--- config.mk ---
export PLATFORM = sky130hd
export DESIGN_NAME = branch_ctrl
export DESIGN_NICKNAME = d
export VERILOG_FILES = /design/src/rtl/cpu_pkg.sv /design/src/rtl/sat_counter.sv /design/src/rtl/branch_ctrl.sv
export SDC_FILE = /design/constraint.sdc
export NUM_CORES = 1
export LEC_CHECK = 0
export CORE_UTILIZATION = 43
export CTS_CLUSTER_SIZE = 16
export DETAILED_ROUTE_END_ITERATION = 12
export PLACE_DENSITY = 0.82
export REMOVE_ABC_BUFFERS = 1
export SETUP_SLACK_MARGIN = 0.5
export SLEW_MARGIN = 20
export SYNTH_ARGS = -nofsm -noshare
export SYNTH_HDL_FRONTEND = slang
export SYNTH_SLANG_ARGS = --single-unit
--- constraint.sdc ---
create_clock -name clk -period 3.14 [get_ports clk]
set_clock_uncertainty 0.15 [all_clocks]
set_input_delay 0.785 -clock clk [delete_from_list [all_inputs] [get_ports clk]]
set_output_delay 0.785 -clock clk [all_outputs]
set_load 0.05 [all_outputs]
--- src/rtl/cpu_pkg.sv ---
// Shared opcode constants and sequencer state type for the branch controller and PC.
package cpu_pkg;

   localparam logic [2:0] OP_NOP  = 3'b000;
   localparam logic [2:0] OP_JREL = 3'b001;
   localparam logic [2:0] OP_HALT = 3'b110;
   localparam logic [2:0] OP_JABS = 3'b111;

   // Absolute targets in this range are interpreted by the PC, not by this block.
   localparam int SPECIAL_TGT_LO = 56;
   localparam int SPECIAL_TGT_HI = 63;

   typedef enum logic [1:0] {
      IDLE = 2'd0,
      RUN  = 2'd1,
      DONE = 2'd2
   } state_t;

   function automatic logic is_special_target(input logic [5:0] imm);
      return (int'(imm) >= SPECIAL_TGT_LO) && (int'(imm) <= SPECIAL_TGT_HI);
   endfunction

endpackage

--- src/rtl/sat_counter.sv ---
// Up-counter that sticks at all-ones; synchronous reset and clear.
module sat_counter #(
   parameter int CW = 16
) (
   input  logic          clk,
   input  logic          reset,
   input  logic          clr,
   input  logic          inc,
   output logic [CW-1:0] count
);

   always_ff @(posedge clk) begin
      if (reset || clr)
         count <= '0;
      else if (inc && (count != {CW{1'b1}}))
         count <= count + 1'b1;
   end

endmodule

--- src/rtl/branch_ctrl.sv ---
// Decodes fetched instructions into the PC jump interface, holds the compare flag,
// sequences the program run and counts taken jumps.
//
//   state | meaning
//   IDLE  | after reset, waiting for start; jump interface held at zero
//   RUN   | program executing; decode drives jump_en/target/pc_op
//   DONE  | halt or end-of-program seen; done high until start
module branch_ctrl
   import cpu_pkg::*;
#(
   parameter int D      = 10,
   parameter int IW     = 9,
   parameter int MAX_PC = 1023,
   parameter int CW     = 16
) (
   input  logic          clk,
   input  logic          reset,
   input  logic          start,
   input  logic [IW-1:0] instr,
   input  logic [D-1:0]  pc_in,
   input  logic          cmp_valid,
   input  logic          cmp_result,
   output logic          jump_en,
   output logic [D-1:0]  target,
   output logic [2:0]    pc_op,
   output logic          done,
   output logic [CW-1:0] taken_count
);

   localparam logic [D-1:0] PC_END = D'(MAX_PC);

   state_t      state, state_nxt;
   logic        flag;
   logic [2:0]  opcode;
   logic [5:0]  imm;

   assign opcode = instr[IW-1:IW-3];
   assign imm    = instr[5:0];

   always_ff @(posedge clk) begin
      if (reset)
         state <= IDLE;
      else
         state <= state_nxt;
   end

   always_comb begin
      state_nxt = state;
      jump_en   = 1'b0;
      target    = '0;
      pc_op     = OP_NOP;
      case (state)
         RUN: begin
            pc_op = opcode;
            case (opcode)
               OP_JABS: begin
                  target  = {{(D-6){1'b0}}, imm};
                  jump_en = flag;
               end
               OP_JREL: begin
                  // PC adds this modulo 2^D, so negative offsets branch backward
                  target  = {{(D-6){imm[5]}}, imm};
                  jump_en = flag;
               end
               default: ;
            endcase
            if ((opcode == OP_HALT) || (pc_in == PC_END))
               state_nxt = DONE;
         end
         DONE: ;
         IDLE: ;
         default: state_nxt = IDLE;
      endcase
      // start restarts from any state and overrides a halt seen this cycle
      if (start)
         state_nxt = RUN;
   end

   // A new compare result outranks the clear caused by a taken jump.
   always_ff @(posedge clk) begin
      if (reset || start)
         flag <= 1'b0;
      else if (cmp_valid)
         flag <= cmp_result;
      else if (jump_en)
         flag <= 1'b0;
   end

   assign done = (state == DONE);

   sat_counter #(.CW(CW)) u_taken_cnt (
      .clk   (clk),
      .reset (reset),
      .clr   (start),
      .inc   (jump_en),
      .count (taken_count)
   );

endmodule
# ---- Word level (Yosys, flattened, before mapping)
# Cells that the tools add are included.
dict set report op_classes {
  mux 10
  eq_ne 10
  reduce_logical 10
  bitwise 1
  addsub 1
}
# operator count
set op_table {}
lappend op_table {{one-hot mux 10 bit (2 select lines)} 1}
lappend op_table {{adder 16 x 1 -> 16 bit, second input constant} 1}
lappend op_table {{inequality test 16 bit, second input constant} 1}
lappend op_table {{equality test 10 bit, second input constant} 1}
lappend op_table {{two-way mux 10 bit} 1}
lappend op_table {{equality test 3 bit, second input constant} 2}
lappend op_table {{OR reduction 2 bit} 3}
lappend op_table {{two-way mux 1 bit} 5}
lappend op_table {{one-hot mux 2 bit (2 select lines)} 1}
lappend op_table {{AND reduction 2 bit} 2}
lappend op_table {{equality test 3 x 1 -> 1 bit, second input constant} 1}
lappend op_table {{two-way mux 3 bit} 1}
lappend op_table {{inequality test 3 bit, second input constant} 1}
lappend op_table {{equality test 2 x 1 -> 1 bit, second input constant} 1}
lappend op_table {{equality test 2 bit, second input constant} 1}
lappend op_table {{zero test 2 bit} 1}
lappend op_table {{logical OR 1 bit} 2}
lappend op_table {{two-way mux 2 bit} 1}
lappend op_table {{inequality test 2 x 1 -> 1 bit, second input constant} 1}
lappend op_table {{inequality test 2 bit, second input constant} 1}
lappend op_table {{nonzero test 2 bit} 1}
lappend op_table {{logical AND 1 bit} 1}
lappend op_table {{NOT 1 bit} 1}
dict set report word_totals {
  out_inout_bits 31
  inputBits 24
  word_cells 36
  reg_bits 19
}

# ---- Depth between registers and ports, before layout
dict set report depth {
  ltp_word 6
  mapped_depth 7
  depth_no_buf 5
}

# ---- Cells and area by module
# A second synthesis with hierarchy kept.
dict set report hier_totals {
  cells_unflattened 134
  hier_area_um2 1119.8
}
# mod seq_area_each_um2 instances area_each_um2 cells_per_inst
set by_module_without_submodules {}
lappend by_module_without_submodules {sat_counter 320.3 1 847.1 95}
lappend by_module_without_submodules {branch_ctrl 60.1 1 272.8 39}

# ---- Worst setup path after synthesis
# No wires, ideal clock.
dict set report synth_path {
  path_type {input to output}
  startpoint {in instr[6]}
  endpoint {out target[7]}
  t_arrival_ns 2.920
  required_time_ns 2.205
  slack_ns -0.715
  n_path_buf 1
  path_stages 4
  path_cell_list {and2_1 -> nand2_1 -> nor3_1 -> buf_4}
}
dict set report synth_via {
  elab_chain_cells 3
  word_cells_on_any_way 4
  classes_between {eq/ne (2); mux (2)}
}
# item line
set synth_lines {}
lappend synth_lines {{from (decl)} branch_ctrl.sv:19} ;# input logic [IW-1:0] instr,
lappend synth_lines {{equality test 3 x 1 -> 1 bit / equality test 3 bit (equally long branches)} branch_ctrl.sv:55} ;# case (opcode)
lappend synth_lines {{one-hot mux 10 bit (2 select lines) (*)} branch_ctrl.sv:55}
lappend synth_lines {{two-way mux 10 bit (*)} branch_ctrl.sv:52} ;# case (state)
lappend synth_lines {{to (decl)} branch_ctrl.sv:24} ;# output logic [D-1:0] target,
# Mark *: on every way between the ends. The rest lies on a longest branch, timed or not.

# ---- Final worst setup path
dict set report layout_path {
  startpoint {in instr[6]}
  endpoint {out target[6]}
}
# Same word-level chain as after synthesis.

==> flow_summary.toml <==
[run_status]
status = "completed"

[pwr]
p_clk_share_pct = 27.3
power.switching_uw = 123.0
comb_power_share_pct = 20.6
swShare_pct = 26.30
power_frac_seq_pct = 52.1
p_leak_nw = 0.6771
powerDensity_nw_per_um2 = 252.5
vdd_drop_max_mv = 0.2340
intPower_uw = 344.6

[cts]
clk_latency_ns = 0.30
cts_buffers = 3
clock-sinks = 19
clk_pin_slew_worst_paths_ns = 0.11
root_buffer = "clkbuf_4"
clockBufferDepth = 2
cts_setup_buffers = 0
cts_tree = "yes"
cts-htree-levels = 1
hold_buffers = 0

[setup_path]
cp_max_fo = 4
worstPathArrival_ns = 1.66
reg2reg_depth = 5
cp-start-kind = "primary input"
r2r_setup_slack_ns = 1.06
r2r_end = "u_taken_cnt.count[14]"
end_kind = "primary output"
critPathKind = "in2out"
rr_startpoint = "u_taken_cnt.count[0]"
cp.required_ns = 2.20

[placed_design]
port_buffers = 54
placed_cell_area_um2 = 1803
dp_slack_ns = 0.1095
gp_congestion = 0.7554
numPlacedInstances = 214
dp_hpwl_um = 2306

[routing]
firstDrtPassIters = 4
postRouteAntennaNets = 0
drt_iter0_markers = 19
vias_per_cell = 5.803
wl_per_cell_um = 14.38
drc = 0
vias = 1265
drt-total-wl_um = 3134

[sta]
hold_slack_ns = 0.3502
slew_headroom_pct = 66.12
final-max-slew-violation-count = 0
layout_min_cycle_time_ns = 2.594
worst_pin_slew_ns = 0.5074
finalCritPeriodShare_pct = 82.61
setup_viol = 0
rsz0062_at_grt = "no"
max_freq_ghz = 0.3855
setup_slack_ns = 0.5460
hold_violations = 0

[logic_synthesis]
syn_inst = 136
syn_area_um2 = 1127
yosys.area.top_type = "dfxtp_1"
synthFlopType = "dfxtp_1"
yosysMostFrequentCell = "dfxtp_1"
seq_area_frac_synth_pct = 33.74
synthTopCellsByCount = "19 x dfxtp_1, 16 x a21oi_1, 13 x nand2_1"
synth_edf_count = 0
ys_ff_latch = 19
ys_warn_count = 0
synthTopCellsByArea = "dfxtp_1 34%, a21oi_1 7.1%, o31ai_1 6.7%"
synthArstFlopShare_pct = 0
postSynthAreaPerCell_um2 = 8.289
synth_top_area_share_pct = 33.74
synth.distinct_cells = 35

[floorplan]
pin_count = 55
fp-row-count = 18
initial_utilization_pct = 45.51
dieWidth_um = 53.20
dieArea_um2 = 2830
core_um2 = 2477
die_h_um = 53.20

[hold_path]
holdPathStages = 2
holdCritStartpoint = "flag"
min_to = "flag"
hp-class = "reg2reg"

[cells_and_area]
design_area_um2 = 1852
antenna_cells = 0
synthToLayoutAreaGrowth_pct = 64.26
final_cells = 218
fillers = 189
nets = 214
drive_above_1_share_pct = 21.28

[grt]
grt_pass1_wl_um = 4733
grt-ovfl-total = 0
antenna_found_initial = 0
track_usage_pct = 22.33
grt_use_met1_pct = 24.44
grt_max_degree = 19
use_met3_pct = 4.598
grt-busiest-layer = "met2"
grt_util_met2_pct = 42.50
first_global_vias = 1113

[run]
maxCapViolCount = 0
-- kinds of logic (layout without fill, tap and decap cells) --
| kind of cell | Yosys count | after routing | share of synthesized area [%] |
|---|---|---|---|
| and+or+nand+nor | 67 | 67 | 36.74 |
| AOI/OAI and AO/OA | 36 | 36 | 19.87 |
| DFF | 19 | 19 | 33.74 |
| buffers and inverters | 12 | 64 | 7.103 |
| adders and majority gates | 1 | 1 | 1.110 |
| xor gates and xnor gates | 1 | 1 | 1.443 |
-- state kept, by name, summed over array words and instances, names as in the netlist --
name	flops
state	2
u_taken_cnt.count	16
flag	1
-- through the flow --
stage                     power [mW]  setup TNS [ns]  util (%)
after floorplan               0.2829          -12.52         -
after global placement        0.3414               0     72.78
after detailed placement      0.3430               0     72.78
after CTS                     0.4682               0     74.90
after global routing          0.4841               0     74.75
final                         0.4676               0     74.75
-- routing by layer --
metal	routed length, um	vias to the layer above
met5	0	-
met4	34	0
met3	331	5
met2	1552	59
met1	1216	577
li1	-	624
-- cells in the final DEF (no fill, tap or decap), drive strengths merged, types with 6 or more instances in the layout --
master         count
and3               6
and2               9
or4                8
nand2             13
nand4              9
o31ai             10
dfxtp             19
clkdlybuf4s50     35
a21oi             16
buf               20
-- worst max-delay path by stage --
stage	from	end	slack, ns	depth (start not counted)
6_report	instr[6]	target[6]	0.55	6
5_1_grt	instr[6]	target[8]	0.51	6
4_1_cts	instr[7]	target[2]	0.50	5
3_5_place_dp	instr[7]	target[2]	0.11	5
3_3_place_gp	instr[7]	target[1]	0.17	5
2_1_floorplan	instr[6]	target[6]	-3.13	3
-- final cells by class --
| type | count | area (um2) | area share, % |
|---|---|---|---|
| Clock buffer | 3 | 22.52 | 1.216 |
| Clock inverter | 1 | 5.005 | 0.2703 |
| Inverter | 2 | 7.507 | 0.4054 |
| Multi-Input combinational cell | 105 | 691.9 | 37.36 |
| Sequential cell | 19 | 380.4 | 20.54 |
| Tap cell | 30 | 37.54 | 2.027 |
| Timing Repair Buffer | 58 | 706.9 | 38.18 |
-- what timing repair did --
item,CTS,global route
pin swaps,3,3
gates resized for setup,20,3
endpoints found under the setup margin,14,12
-- worst max-delay path: stages --
cell	delay [ns]
clkdlybuf4s15_2	0.21
and2_4	0.15
nand2_1	0.06
nor3_2	0.14
buf_6	0.17
buf_12	0.14
-- power groups by stage --
stage	clock, mW	sequential, mW	combinational (mW)
2_1_floorplan	0	0.249	0.0342
3_3_place_gp	0	0.249	0.0925
3_5_place_dp	0	0.249	0.0941
4_1_cts	0.128	0.243	0.0968
5_1_grt	0.139	0.244	0.102
6_report	0.128	0.243	0.0965
Note: power is estimated with default switching activity, not from simulation.
